<file path="src/rtl/ram_pkg.sv">
// ram_pkg
// Shared declarations for the multi-read-port synchronous RAM.
//   state_t  : clear-sweep controller states (ST_CLEAR, ST_RUN)
//   RD_FIRST : collision mode, a same-cycle read sees the old word
//   WR_FIRST : collision mode, a same-cycle read sees the merged new word
package ram_pkg;

    typedef enum logic {
        ST_CLEAR = 1'b0,
        ST_RUN   = 1'b1
    } state_t;

    localparam int RD_FIRST = 0;
    localparam int WR_FIRST = 1;

endpackage

</file>
<file path="src/rtl/ram_rd_port.sv">
// ram_rd_port
// One read port: captures the word presented on rd_data when rd_req is
// high, then optionally passes it through one extra output stage.
// Ports:
//   clock, reset_n : rising-edge clock, asynchronous active-low reset
//   rd_req         : accepted read request this cycle
//   rd_data        : word to capture (already collision-resolved by the top)
//   dout           : read data, holds its value between pulses
//   rd_valid       : one-cycle pulse per accepted request
module ram_rd_port #(
    parameter int DWIDTH  = 32,
    parameter int OUT_REG = 0
) (
    input  logic              clock,
    input  logic              reset_n,
    input  logic              rd_req,
    input  logic [DWIDTH-1:0] rd_data,
    output logic [DWIDTH-1:0] dout,
    output logic              rd_valid
);

    logic [DWIDTH-1:0] data_s1;
    logic              valid_s1;

    // Data only moves on a request so dout holds while no pulse is present.
    always_ff @(posedge clock or negedge reset_n) begin
        if (!reset_n) begin
            data_s1  <= '0;
            valid_s1 <= 1'b0;
        end else begin
            valid_s1 <= rd_req;
            if (rd_req) begin
                data_s1 <= rd_data;
            end
        end
    end

    generate
        if (OUT_REG != 0) begin : g_out_reg
            logic [DWIDTH-1:0] data_s2;
            logic              valid_s2;

            always_ff @(posedge clock or negedge reset_n) begin
                if (!reset_n) begin
                    data_s2  <= '0;
                    valid_s2 <= 1'b0;
                end else begin
                    valid_s2 <= valid_s1;
                    if (valid_s1) begin
                        data_s2 <= data_s1;
                    end
                end
            end

            assign dout     = data_s2;
            assign rd_valid = valid_s2;
        end else begin : g_no_out_reg
            assign dout     = data_s1;
            assign rd_valid = valid_s1;
        end
    endgenerate

endmodule

</file>
<file path="src/rtl/ram_sync_rd_mp.sv">
// ram_sync_rd_mp
// DEPTH x DWIDTH RAM with one byte-enabled write port and NRD registered
// read ports. A clear controller sweeps zeros through the whole array after
// reset and on clr_req; the array is usable only while ready is high.
// Ports:
//   clock, reset_n : rising-edge clock, asynchronous active-low reset
//   clr_req        : start a full zero sweep (ignored while sweeping)
//   ready          : high in RUN, when reads and writes are accepted
//   we, wr_addr,
//   din, be        : write request, byte lane i gated by be[i]
//   rd_en, rd_addr : per-port read request, port k address at [k*AWIDTH +: AWIDTH]
//   dout, rd_valid : per-port read data at [k*DWIDTH +: DWIDTH] and pulse
//
// Handshake: rd_en[k] is accepted only while ready is high; each accepted
// request yields exactly one rd_valid[k] pulse 1 + OUT_REG cycles later with
// dout valid in that same cycle. There is no backpressure; one request per
// port per cycle is sustained.
module ram_sync_rd_mp #(
    parameter int AWIDTH   = 3,
    parameter int DWIDTH   = 32,
    parameter int NRD      = 2,
    parameter int WR_FIRST = 0,
    parameter int OUT_REG  = 0
) (
    input  logic                  clock,
    input  logic                  reset_n,
    input  logic                  clr_req,
    output logic                  ready,
    input  logic                  we,
    input  logic [AWIDTH-1:0]     wr_addr,
    input  logic [DWIDTH-1:0]     din,
    input  logic [DWIDTH/8-1:0]   be,
    input  logic [NRD-1:0]        rd_en,
    input  logic [NRD*AWIDTH-1:0] rd_addr,
    output logic [NRD*DWIDTH-1:0] dout,
    output logic [NRD-1:0]        rd_valid
);

    import ram_pkg::*;

    localparam int DEPTH  = 2 ** AWIDTH;
    localparam int NBYTES = DWIDTH / 8;

    state_t            state;
    logic [AWIDTH-1:0] clr_cnt;
    logic [DWIDTH-1:0] mem [DEPTH];
    logic              user_wr;
    logic [DWIDTH-1:0] wr_word;

    assign user_wr = (state == ST_RUN) && we;

    // Current word at wr_addr with the enabled bytes replaced by din.
    always_comb begin
        wr_word = mem[wr_addr];
        for (int i = 0; i < NBYTES; i++) begin
            if (be[i]) begin
                wr_word[8*i +: 8] = din[8*i +: 8];
            end
        end
    end

    // Clear controller. ready is registered alongside state so it changes on
    // the same edges as the state transitions.
    always_ff @(posedge clock or negedge reset_n) begin
        if (!reset_n) begin
            state   <= ST_CLEAR;
            clr_cnt <= '0;
            ready   <= 1'b0;
        end else begin
            case (state)
                ST_CLEAR: begin
                    clr_cnt <= clr_cnt + 1'b1;
                    if (&clr_cnt) begin
                        state <= ST_RUN;
                        ready <= 1'b1;
                    end
                end
                ST_RUN: begin
                    if (clr_req) begin
                        state   <= ST_CLEAR;
                        clr_cnt <= '0;
                        ready   <= 1'b0;
                    end
                end
                default: begin
                    state   <= ST_CLEAR;
                    clr_cnt <= '0;
                    ready   <= 1'b0;
                end
            endcase
        end
    end

    // Storage has no reset; the sweep is what zeroes it.
    always_ff @(posedge clock) begin
        if (state == ST_CLEAR) begin
            mem[clr_cnt] <= '0;
        end else if (user_wr) begin
            mem[wr_addr] <= wr_word;
        end
    end

    generate
        for (genvar k = 0; k < NRD; k++) begin : g_rd
            logic [AWIDTH-1:0] ra;
            logic [DWIDTH-1:0] rdata;

            assign ra = rd_addr[k*AWIDTH +: AWIDTH];

            // Write-first forwards the merged word; read-first simply sees
            // the array before this edge's write lands.
            if (WR_FIRST == ram_pkg::WR_FIRST) begin : g_wr_first
                assign rdata = (user_wr && (wr_addr == ra)) ? wr_word : mem[ra];
            end else begin : g_rd_first
                assign rdata = mem[ra];
            end

            ram_rd_port #(
                .DWIDTH  (DWIDTH),
                .OUT_REG (OUT_REG)
            ) u_rd_port (
                .clock    (clock),
                .reset_n  (reset_n),
                .rd_req   (ready && rd_en[k]),
                .rd_data  (rdata),
                .dout     (dout[k*DWIDTH +: DWIDTH]),
                .rd_valid (rd_valid[k])
            );
        end
    endgenerate

endmodule
</file>
<file path="config.mk">
export PLATFORM = sky130hd
export DESIGN_NAME = ram_sync_rd_mp
export DESIGN_NICKNAME = d
export VERILOG_FILES = /design/src/rtl/ram_pkg.sv /design/src/rtl/ram_rd_port.sv /design/src/rtl/ram_sync_rd_mp.sv
export SDC_FILE = /design/constraint.sdc
export NUM_CORES = 1
export LEC_CHECK = 0
export BUFFER_PORTS_ARGS = -buffer_cell sky130_fd_sc_hd__buf_2
export CAP_MARGIN = 20
export CORE_AREA = 2 2 162 164
export DETAILED_ROUTE_END_ITERATION = 7
export DIE_AREA = 0 0 164 166
export PLACE_DENSITY = 0.79
export SKIP_CTS_REPAIR_TIMING = 1
export SYNTH_ARGS = -nofsm -noshare
export SYNTH_HDL_FRONTEND = slang
export SYNTH_SLANG_ARGS = --single-unit
</file>
<file path="constraint.sdc">
create_clock -name clock -period 2.76 [get_ports clock]
set_clock_uncertainty 0.2 [all_clocks]
set_input_delay 0.828 -clock clock [delete_from_list [all_inputs] [get_ports clock]]
set_output_delay 0.828 -clock clock [all_outputs]
set_load 0.05 [all_outputs]
</file>
==> results.sh, run 1 <==
export IMPL_cts_tree="yes"
export IMPL_period_share=0.896
export IMPL_cp_max_fo=14
export IMPL_min_period_ns=2.47
export IMPL_grt_setup_unrepaired="no"
export IMPL_status="finished, final reports clean"
export IMPL_critPathMaxStageDelay_ns=0.68
export IMPL_gp_congestion=0.914
export IMPL_worst_pin_slew_ns=0.920
export IMPL_fin_area_um2=17700
export IMPL_die_area_um2=27200
export IMPL_ff2ff_setup_slack_ns=0.29
export IMPL_r2r_start="state$_DFF_PN0_"
export IMPL_row_count=59
export IMPL_p_leak_uw=0.00709
export IMPL_ys_types=39
export IMPL_crit_path_cell_trace="nand2_2, or4_1, a21oi_1, buf_4"
export IMPL_dp_cells=1497
export IMPL_coreArea_um2=25600
export IMPL_worst_setup_path_type="reg -> reg"
export IMPL_required_ns=2.78
export IMPL_hpwl_um=24200
export IMPL_synth_edf_count=256
export IMPL_reg2reg_depth=4
export IMPL_clkTransAtPathRegs_ns=0.06
export IMPL_synth_cells=1051
export IMPL_viasPerCell=6.56
export IMPL_cp_startpoint="state$_DFF_PN0_"
export IMPL_yosysSeqAreaShare=0.627
export IMPL_powerDensity_nw_per_um2=1050
export IMPL_cts_buffers=34
export IMPL_grt_pass1_wl_um=59600
export IMPL_synth_area_per_cell_um2=14.4
export IMPL_finalSetupViolCount=0
export IMPL_cts_buffer_depth=3
export IMPL_end_kind="flip-flop"
export IMPL_slowest_stage="or4_1"
export IMPL_pwr_share_seq=0.425
export IMPL_cp_arrival_ns=2.49
export IMPL_drtIter0Drc=1026
export IMPL_relSlewSlack=0.385
export IMPL_wl_per_cell_um=25.0
export IMPL_final_cell_mix="edfxtp_1, mux2_2, mux2i_1"
export IMPL_combPwrFrac=0.306
export IMPL_port_buffers=117
export IMPL_final_common_cell="edfxtp_1"
export IMPL_max_vdd_ir_drop_v=0.000609
export IMPL_fp_dieW_um=164
export IMPL_r2r_end="mem[3][22]$_DFFE_PP_"
export IMPL_nFillCells=1713
export IMPL_async_reset_ff_frac=0.217
export IMPL_drv_slew=0
export IMPL_htreeDepth=2
export IMPL_start_kind="flip-flop"
export IMPL_yosysTopAreaCell="edfxtp_1"
export IMPL_grt_overflow=0
export IMPL_grt_max_degree=66
export IMPL_clock_sinks=327
export IMPL_insertion_delay_ns=0.51
export IMPL_final_cells=1562
export IMPL_drv_cap=0
export IMPL_pwr_share_clk=0.268
export IMPL_drive_above_1_share=0.311
export IMPL_via_count=10300
export IMPL_synth_area_leaders="edfxtp_1, dfrtp_1, mux2_2"
export IMPL_area_delta_synth_final_pct=17.2
export IMPL_track_usage=0.291
export IMPL_grt_pass1_vias=10500
export IMPL_p_total_uw=18600
export IMPL_cts_root_buf="clkbuf_16"
export IMPL_dpl_cell_area_um2=16500
export IMPL_ioPinCount=118
export IMPL_drc=0
export IMPL_yosys_register_bits=327
export IMPL_fmax_mhz=404
export IMPL_power_switching_uw=6510
export IMPL_antenna_left=0
export IMPL_fin_tns_setup_ns=0
export IMPL_antenna_found_initial=3
export IMPL_syn_area_um2=15100
export IMPL_start_util=0.590
export IMPL_drtPass1Iterations=5
export IMPL_hold_viol=0
export IMPL_yosysWarnings=0
export IMPL_crit_path_end="mem[3][22]$_DFFE_PP_"
export IMPL_internal_power_uw=12100
export IMPL_die_h_um=166
export IMPL_p_sw_frac=0.351
export IMPL_synth_top_area_frac=0.509
export IMPL_nets=1251
export IMPL_synth_fp_nets=1104
export IMPL_min_path_type="in -> async"
export IMPL_synth_main_ff_cell="edfxtp_1"
export IMPL_finalWirelength_um=39100
-- synth_stat cells (3+ instances only) --
library cell / count
dfrtp_1: 71
nor2b_1: 12
a2111oi_0: 4
mux2_2: 128
a21oi_1: 32
buf_4: 20
nand4_1: 3
and3_1: 33
buf_6: 7
buf_2: 19
clkbuf_1: 33
o41ai_1: 4
nand2_1: 72
nor2_1: 5
inv_1: 9
a211oi_1: 4
o31ai_1: 59
o2111ai_1: 6
edfxtp_1: 256
a22o_1: 60
o22ai_1: 67
nand2b_1: 4
mux2i_1: 121
-- state kept, by name, indices dropped and copies added (netlist names) --
signal and flops:
clr_cnt 3, g_rd.u_rd_port.dout 64, g_rd.u_rd_port.rd_valid 2, mem 256
state 1, ready 1
-- per-stage QoR --
stage,worst slack [ns],hold slack [ns],util
finish,0.286,0.0956,0.691
global route,0.179,0.115,0.691
CTS,0.354,0.108,0.691
detailed placement,0.111,0.260,0.643
global placement,0.129,0.257,0.643
floorplan,0.0540,0.332,-
-- critical path: cells and delay by family, from the launching register on --
kind | cells | cell delay (ns)
buffers and inverters | 1 | 0.21
flip-flops | 1 | 0.60
AO/OA/AOI/OAI | 1 | 0.22
AND/OR/NAND/NOR | 2 | 0.94
-- area by class of cell --
class                           count  area (um2)  share of cell area
Antenna cell                        3        7.51            0.000424
Clock buffer                       42         955              0.0539
Clock inverter                     20         279              0.0158
Inverter                            9        33.8             0.00191
Multi-Input combinational cell    635        5160               0.292
Sequential cell                   327        9460               0.535
Tap cell                          335         419              0.0237
Timing Repair Buffer              191        1380              0.0780
-- worst min-delay path by stage --
| stage | from | end | slack (ns) |
|---|---|---|---|
| 6_report | reset_n | g_rd[1].u_rd_port.dout[4]$_DFFE_PN0P_ | 0.1 |
| 5_1_grt | reset_n | g_rd[1].u_rd_port.dout[4]$_DFFE_PN0P_ | 0.12 |
| 4_1_cts | reset_n | g_rd[1].u_rd_port.dout[4]$_DFFE_PN0P_ | 0.11 |
| 3_5_place_dp | g_rd[1].u_rd_port.dout[16]$_DFFE_PN0P_ | g_rd[1].u_rd_port.dout[16]$_DFFE_PN0P_ | 0.26 |
| 3_3_place_gp | g_rd[0].u_rd_port.dout[26]$_DFFE_PN0P_ | g_rd[0].u_rd_port.dout[26]$_DFFE_PN0P_ | 0.26 |
| 2_1_floorplan | reset_n | clr_cnt[0]$_DFFE_PN0P_ | 0.33 |
-- metal layers --
metal	up-vias	wire, um	GRT usage
li1	4470	-	-
met2	543	19600	0.484
met3	100	2970	0.0395
met4	0	1440	0.125
met5	-	0	0
met1	5140	15200	0.385
-- power groups by stage --
stage / Combinational [uW] / Clock, uW / Sequential (uW)
6_report: 5690 / 4980 / 7890
5_1_grt: 6030 / 5220 / 8040
4_1_cts: 5670 / 5010 / 7880
3_5_place_dp: 5610 / 0 / 7950
3_3_place_gp: 5510 / 0 / 7850
2_1_floorplan: 2460 / 0 / 9080
-- cells by family after synthesis --
logic type / count (synthesis) / share of synthesized area
simple gates: 140 / 0.0471
compound gates: 244 / 0.117
flops: 327 / 0.627
fa+ha+maj: 2 / 0.00166
buf+inv: 89 / 0.0322
mux: 249 / 0.176
Note: power is estimated with default switching activity, not from simulation.
==> run 2: changes to the inputs <==
--- a/config.mk
+++ b/config.mk
@@ -7,10 +7,10 @@
 export LEC_CHECK = 0
 export BUFFER_PORTS_ARGS = -buffer_cell sky130_fd_sc_hd__buf_2
 export CAP_MARGIN = 20
-export CORE_AREA = 2 2 162 164
+export CORE_AREA = 2 2 187 189
 export DETAILED_ROUTE_END_ITERATION = 7
-export DIE_AREA = 0 0 164 166
-export PLACE_DENSITY = 0.79
+export DIE_AREA = 0 0 189 191
+export HOLD_SLACK_MARGIN = 0.06
 export SKIP_CTS_REPAIR_TIMING = 1
 export SYNTH_ARGS = -nofsm -noshare
 export SYNTH_HDL_FRONTEND = slang
==> run 2 against run 1 <==
  * Hold slack improved by 0.18 ns
  * Sequential power decreased by 0.5%
  * Fmax grew 4.8%
  * Die area grew 33%
  * Utilization is 17 points lower
  * First-iteration DRC count is 33% lower
==> results.sh, run 2 (same netlist as run 1, synthesis figures left out) <==
export IMPL_status="finished, final reports clean"
export IMPL_finish_utilization=0.523
export IMPL_clock_sinks=327
export IMPL_pwr_share_seq=0.428
export IMPL_period_share=0.856
export IMPL_drv_slew=0
export IMPL_nets=1272
export IMPL_viasPerCell=5.80
export IMPL_clkTransAtPathRegs_ns=0.06
export IMPL_relSlewSlack=0.298
export IMPL_hold_viol=0
export IMPL_cts_buffers=36
export IMPL_drtIter0Drc=686
export IMPL_antenna_left=0
export IMPL_wl_per_cell_um=24.4
export IMPL_min_path_type="reg -> reg"
export IMPL_port_buffers=117
export IMPL_fp_dieW_um=189
export IMPL_fmax_mhz=423
export IMPL_worst_setup_path_type="reg -> reg"
export IMPL_antenna_found_initial=0
export IMPL_drtPass1Iterations=5
export IMPL_grt_max_degree=45
export IMPL_drc=0
export IMPL_drv_cap=0
export IMPL_path_delay_family="simple AND/OR/NAND/NOR gates"
export IMPL_start_kind="flip-flop"
export IMPL_crit_buf_inv=1
export IMPL_worst_pin_slew_ns=1.05
export IMPL_ioPinCount=118
export IMPL_min_from="g_rd[0].u_rd_port.dout[24]$_DFFE_PN0P_"
export IMPL_whs_ns=0.272
export IMPL_grt_setup_unrepaired="no"
export IMPL_final_common_cell="edfxtp_1"
export IMPL_track_usage=0.231
export IMPL_max_vdd_ir_drop_v=0.000503
export IMPL_cp_max_fo=14
export IMPL_grt_pass1_vias=10200
export IMPL_hpwl_um=28100
export IMPL_via_count=9869
export IMPL_cts_root_buf="clkbuf_16"
export IMPL_grt_overflow=0
export IMPL_nFillCells=2903
export IMPL_cp_arrival_ns=2.38
export IMPL_final_cell_mix="edfxtp_1, mux2_2, mux2i_1"
export IMPL_die_h_um=191
export IMPL_p_total_uw=18300
export IMPL_area_delta_synth_final_pct=18.3
export IMPL_insertion_delay_ns=0.52
export IMPL_p_sw_frac=0.358
export IMPL_internal_power_uw=11800
export IMPL_cp_startpoint="state$_DFF_PN0_"
export IMPL_diodes=0
export IMPL_pwr_share_clk=0.258
export IMPL_coreArea_um2=34100
export IMPL_r2r_start="state$_DFF_PN0_"
export IMPL_htreeDepth=2
export IMPL_combPwrFrac=0.313
export IMPL_required_ns=2.78
export IMPL_start_util=0.443
export IMPL_power_switching_uw=6570
export IMPL_end_kind="flip-flop"
export IMPL_finalWirelength_um=41500
export IMPL_min_period_ns=2.36
export IMPL_slowest_stage="or4_1"
export IMPL_powerDensity_nw_per_um2=1030
export IMPL_fin_tns_setup_ns=0
export IMPL_critPathMaxStageDelay_ns=0.65
export IMPL_die_area_um2=36100
export IMPL_grt_pass1_wl_um=62300
export IMPL_largest_register_ffs=256
export IMPL_p_leak_uw=0.00713
export IMPL_final_cells=1702
export IMPL_row_count=68
export IMPL_finalSetupViolCount=0
export IMPL_crit_path_cell_trace="nand2_2, or4_1, a21oi_1, buf_4"
export IMPL_gp_congestion=0.882
export IMPL_cts_buffer_depth=3
export IMPL_cts_tree="yes"
export IMPL_dp_cells=1635
export IMPL_top_register="mem"
export IMPL_drive_above_1_share=0.322
[run 2: cell types whose count changed in the layout (fill, tap and decap cells not counted), sizes merged]
cell	before	now
buf	191	209
clkinvlp	2	3
dlygate4sd3	0	1
diode	3	0
clkbuf	42	49
inv	10	11
bufinv	7	3
clkinv	10	9
[run 2: power by group through the flow]
| stage | registers (uW) | clock network, uW | logic, uW |
|---|---|---|---|
| 6_report | 7850 | 4730 | 5740 |
| 5_1_grt | 8020 | 5010 | 6150 |
| 2_1_floorplan | 9080 | 0 | 2460 |
| 3_5_place_dp | 7950 | 0 | 5760 |
| 4_1_cts | 7850 | 4810 | 5780 |
| 3_3_place_gp | 7890 | 0 | 5700 |
[run 2: area by class of cell]
type,instances,area [um2],area share
Sequential cell,327,9460,0.530
Clock inverter,17,178,0.00995
Clock buffer,49,981,0.0549
Inverter,9,33.8,0.00189
Tap cell,455,569,0.0319
Timing Repair Buffer,210,1460,0.0820
Multi-Input combinational cell,635,5170,0.289
[run 2: final timing paths]
path | to | slack (ns) | cells past startpoint
min | g_rd[0].u_rd_port.dout[24]$_DFFE_PN0P_ | 0.27 | 2
max in group asynchronous | g_rd[0].u_rd_port.dout[14]$_DFFE_PN0P_ | 1.20 | 3
max | mem[3][14]$_DFFE_PP_ | 0.40 | 4
min in group asynchronous | g_rd[1].u_rd_port.dout[5]$_DFFE_PN0P_ | 0.59 | 2
min reg2reg | g_rd[0].u_rd_port.dout[24]$_DFFE_PN0P_ | 0.27 | 2
max reg2reg | mem[3][14]$_DFFE_PP_ | 0.40 | 4
[run 2: metrics by stage]
| stage | instance area [um2] | setup WS (ns) |
|---|---|---|
| 2_1_floorplan | 15100 | 0.0540 |
| 3_3_place_gp | 16700 | 0.0619 |
| 3_5_place_dp | 16700 | 0.0689 |
| 4_1_cts | 17800 | 0.408 |
| 5_1_grt | 17900 | 0.298 |
| 6_report | 17900 | 0.398 |
[run 2: worst reg2reg max path, delay by kind of cell (launching register included)]
kind / cells / cell delay, ns
AND/OR/NAND/NOR: 2 / 0.81
flip-flops: 1 / 0.60
AO/OA/AOI/OAI: 1 / 0.23
buffers and inverters: 1 / 0.23
[run 2: routing by layer]
metal,routed length (um),track usage,share of wire
met1,18600,0.313,0.45
met3,2100,0.0352,0.051
met5,0,0,0
met4,1030,0.0718,0.025
met2,19800,0.384,0.48
==> run 3: changes to the inputs <==
--- a/config.mk
+++ b/config.mk
@@ -7,9 +7,9 @@
 export LEC_CHECK = 0
 export BUFFER_PORTS_ARGS = -buffer_cell sky130_fd_sc_hd__buf_2
 export CAP_MARGIN = 20
-export CORE_AREA = 2 2 187 189
+export CORE_AREA = 2 2 198 200
 export DETAILED_ROUTE_END_ITERATION = 7
-export DIE_AREA = 0 0 189 191
+export DIE_AREA = 0 0 200 202
 export HOLD_SLACK_MARGIN = 0.06
 export SKIP_CTS_REPAIR_TIMING = 1
 export SYNTH_ARGS = -nofsm -noshare
==> run 3 against run 2 <==
  * Wire length up 0.84%
  * Fmax up 2.0%
  * Sequential share of layout area down 0.093 points
  * Largest cell class unchanged
==> results.sh, run 3 (same netlist as run 1, synthesis figures left out) <==
export IMPL_die_area_um2=40400
export IMPL_p_leak_uw=0.00708
export IMPL_pwr_share_clk=0.257
export IMPL_drive_above_1_share=0.309
export IMPL_cts_root_buf="clkbuf_16"
export IMPL_fin_ws_ns=0.445
export IMPL_crit_buf_inv=1
export IMPL_grt_pass1_vias=9965
export IMPL_port_buffers=117
export IMPL_reg2reg_depth=5
export IMPL_combPwrFrac=0.316
export IMPL_cp_startpoint="g_rd[1].u_rd_port.dout[31]$_DFFE_PN0P_"
export IMPL_multi_input_area_um2=5170
export IMPL_drtIter0Drc=797
export IMPL_viasPerCell=5.66
export IMPL_insertion_delay_ns=0.51
export IMPL_p_total_uw=18300
export IMPL_path_delay_family="flip-flops"
export IMPL_min_period_ns=2.32
export IMPL_required_ns=1.73
export IMPL_grt_pass1_wl_um=62500
export IMPL_antenna_left=0
export IMPL_wl_per_cell_um=24.0
export IMPL_coreArea_um2=38300
export IMPL_clock_sinks=327
export IMPL_top_register="mem"
export IMPL_p_sw_frac=0.356
export IMPL_nFillCells=3388
export IMPL_status="finished, final reports clean"
export IMPL_row_count=72
export IMPL_hpwl_um=26400
export IMPL_cts_tree="yes"
export IMPL_final_cell_mix="edfxtp_1, mux2_2, mux2i_1"
export IMPL_grt_max_degree=66
export IMPL_ioPinCount=118
export IMPL_cts_buffers=36
export IMPL_period_share=0.839
export IMPL_final_common_cell="edfxtp_1"
export IMPL_grt_setup_unrepaired="no"
export IMPL_clkTransAtPathRegs_ns=0.06
export IMPL_internal_power_uw=11800
export IMPL_fmax_mhz=432
export IMPL_place_ws_ns=0.0841
export IMPL_slowest_stage="dfrtp_1"
export IMPL_cp_max_fo=2
export IMPL_pwr_share_seq=0.427
export IMPL_relSlewSlack=0.253
export IMPL_gp_congestion=0.861
export IMPL_drv_cap=0
export IMPL_htreeDepth=2
export IMPL_ff_latch_area_um2=9460
export IMPL_cp_arrival_ns=1.29
export IMPL_worstSetupPathDepth=1
export IMPL_power_switching_uw=6540
export IMPL_grt_overflow=0
export IMPL_die_h_um=202
export IMPL_area_delta_synth_final_pct=18.5
export IMPL_r2r_start="state$_DFF_PN0_"
export IMPL_min_path_type="in -> async"
export IMPL_start_kind="flip-flop"
export IMPL_whs_ns=0.0435
export IMPL_end_kind="output pin"
export IMPL_crit_path_cell_trace="buf_2"
export IMPL_finalWirelength_um=41900
export IMPL_cts_buffer_depth=3
export IMPL_fin_tns_setup_ns=0
export IMPL_start_util=0.394
export IMPL_via_count=9880
export IMPL_drc=0
export IMPL_nets=1256
export IMPL_worst_setup_path_type="reg -> out"
export IMPL_antenna_found_initial=2
export IMPL_fp_dieW_um=200
export IMPL_powerDensity_nw_per_um2=1030
export IMPL_critPathMaxStageDelay_ns=0.47
export IMPL_max_vdd_ir_drop_v=0.000422
export IMPL_largest_register_ffs=256
export IMPL_finalSetupViolCount=0
export IMPL_drtPass1Iterations=5
export IMPL_drv_slew=0
export IMPL_hold_viol=0
export IMPL_worst_pin_slew_ns=1.12
export IMPL_track_usage=0.210
run 3: cell count changes in the layout (fill, tap and decap cells not counted), sizes merged:
| cell | before | now |
|---|---|---|
| clkbuf | 49 | 50 |
| clkinvlp | 3 | 0 |
| dlygate4sd3 | 1 | 0 |
| inv | 11 | 9 |
| diode | 0 | 1 |
| clkinv | 9 | 10 |
| buf | 209 | 194 |
run 3: power by group through the flow:
stage / clock, uW / combinational (uW) / sequential (uW)
floorplan: 0 / 2460 / 9080
global placement: 0 / 5760 / 7860
detailed placement: 0 / 5830 / 7920
CTS: 4810 / 5850 / 7830
global route: 5010 / 6180 / 7990
finish: 4720 / 5800 / 7830
run 3: final cells by class:
class                   instances  share of cell area
multi-input cells             635               0.289
well taps                     518              0.0362
diodes                          1            0.000140
inverters                       9             0.00189
clock inverters                13             0.00734
clock buffers                  50              0.0573
repair buffers                194              0.0792
flip-flops and latches        327               0.529
run 3: path summary, 6_finish.rpt:
kind | to | slack [ns]
min | g_rd[1].u_rd_port.dout[1]$_DFFE_PN0P_ | 0.04
max | dout[63] | 0.44
min reg2reg | g_rd[1].u_rd_port.dout[12]$_DFFE_PN0P_ | 0.27
min in group clock | g_rd[1].u_rd_port.dout[12]$_DFFE_PN0P_ | 0.27
max in group asynchronous | g_rd[1].u_rd_port.dout[14]$_DFFE_PN0P_ | 1.74
max reg2reg | mem[6][28]$_DFFE_PP_ | 0.60
run 3: per-stage QoR:
| step | area [um2] | util | std cells |
|---|---|---|---|
| final | 17900 | 0.467 | 1747 |
| after global routing | 17900 | 0.467 | 1746 |
| after CTS | 17900 | 0.467 | 1746 |
| after detailed placement | 16700 | 0.437 | 1683 |
| after global placement | 16700 | 0.437 | 1683 |
| after floorplan | 15100 | - | 1051 |
run 3: metal layers:
| layer | routed length (um) | GRT usage | vias up |
|---|---|---|---|
| met4 | 1200 | 0.0677 | 2 |
| li1 | - | - | 4467 |
| met3 | 2280 | 0.0347 | 82 |
| met2 | 20300 | 0.347 | 300 |
| met5 | 13 | 0 | - |
| met1 | 18000 | 0.281 | 5029 |
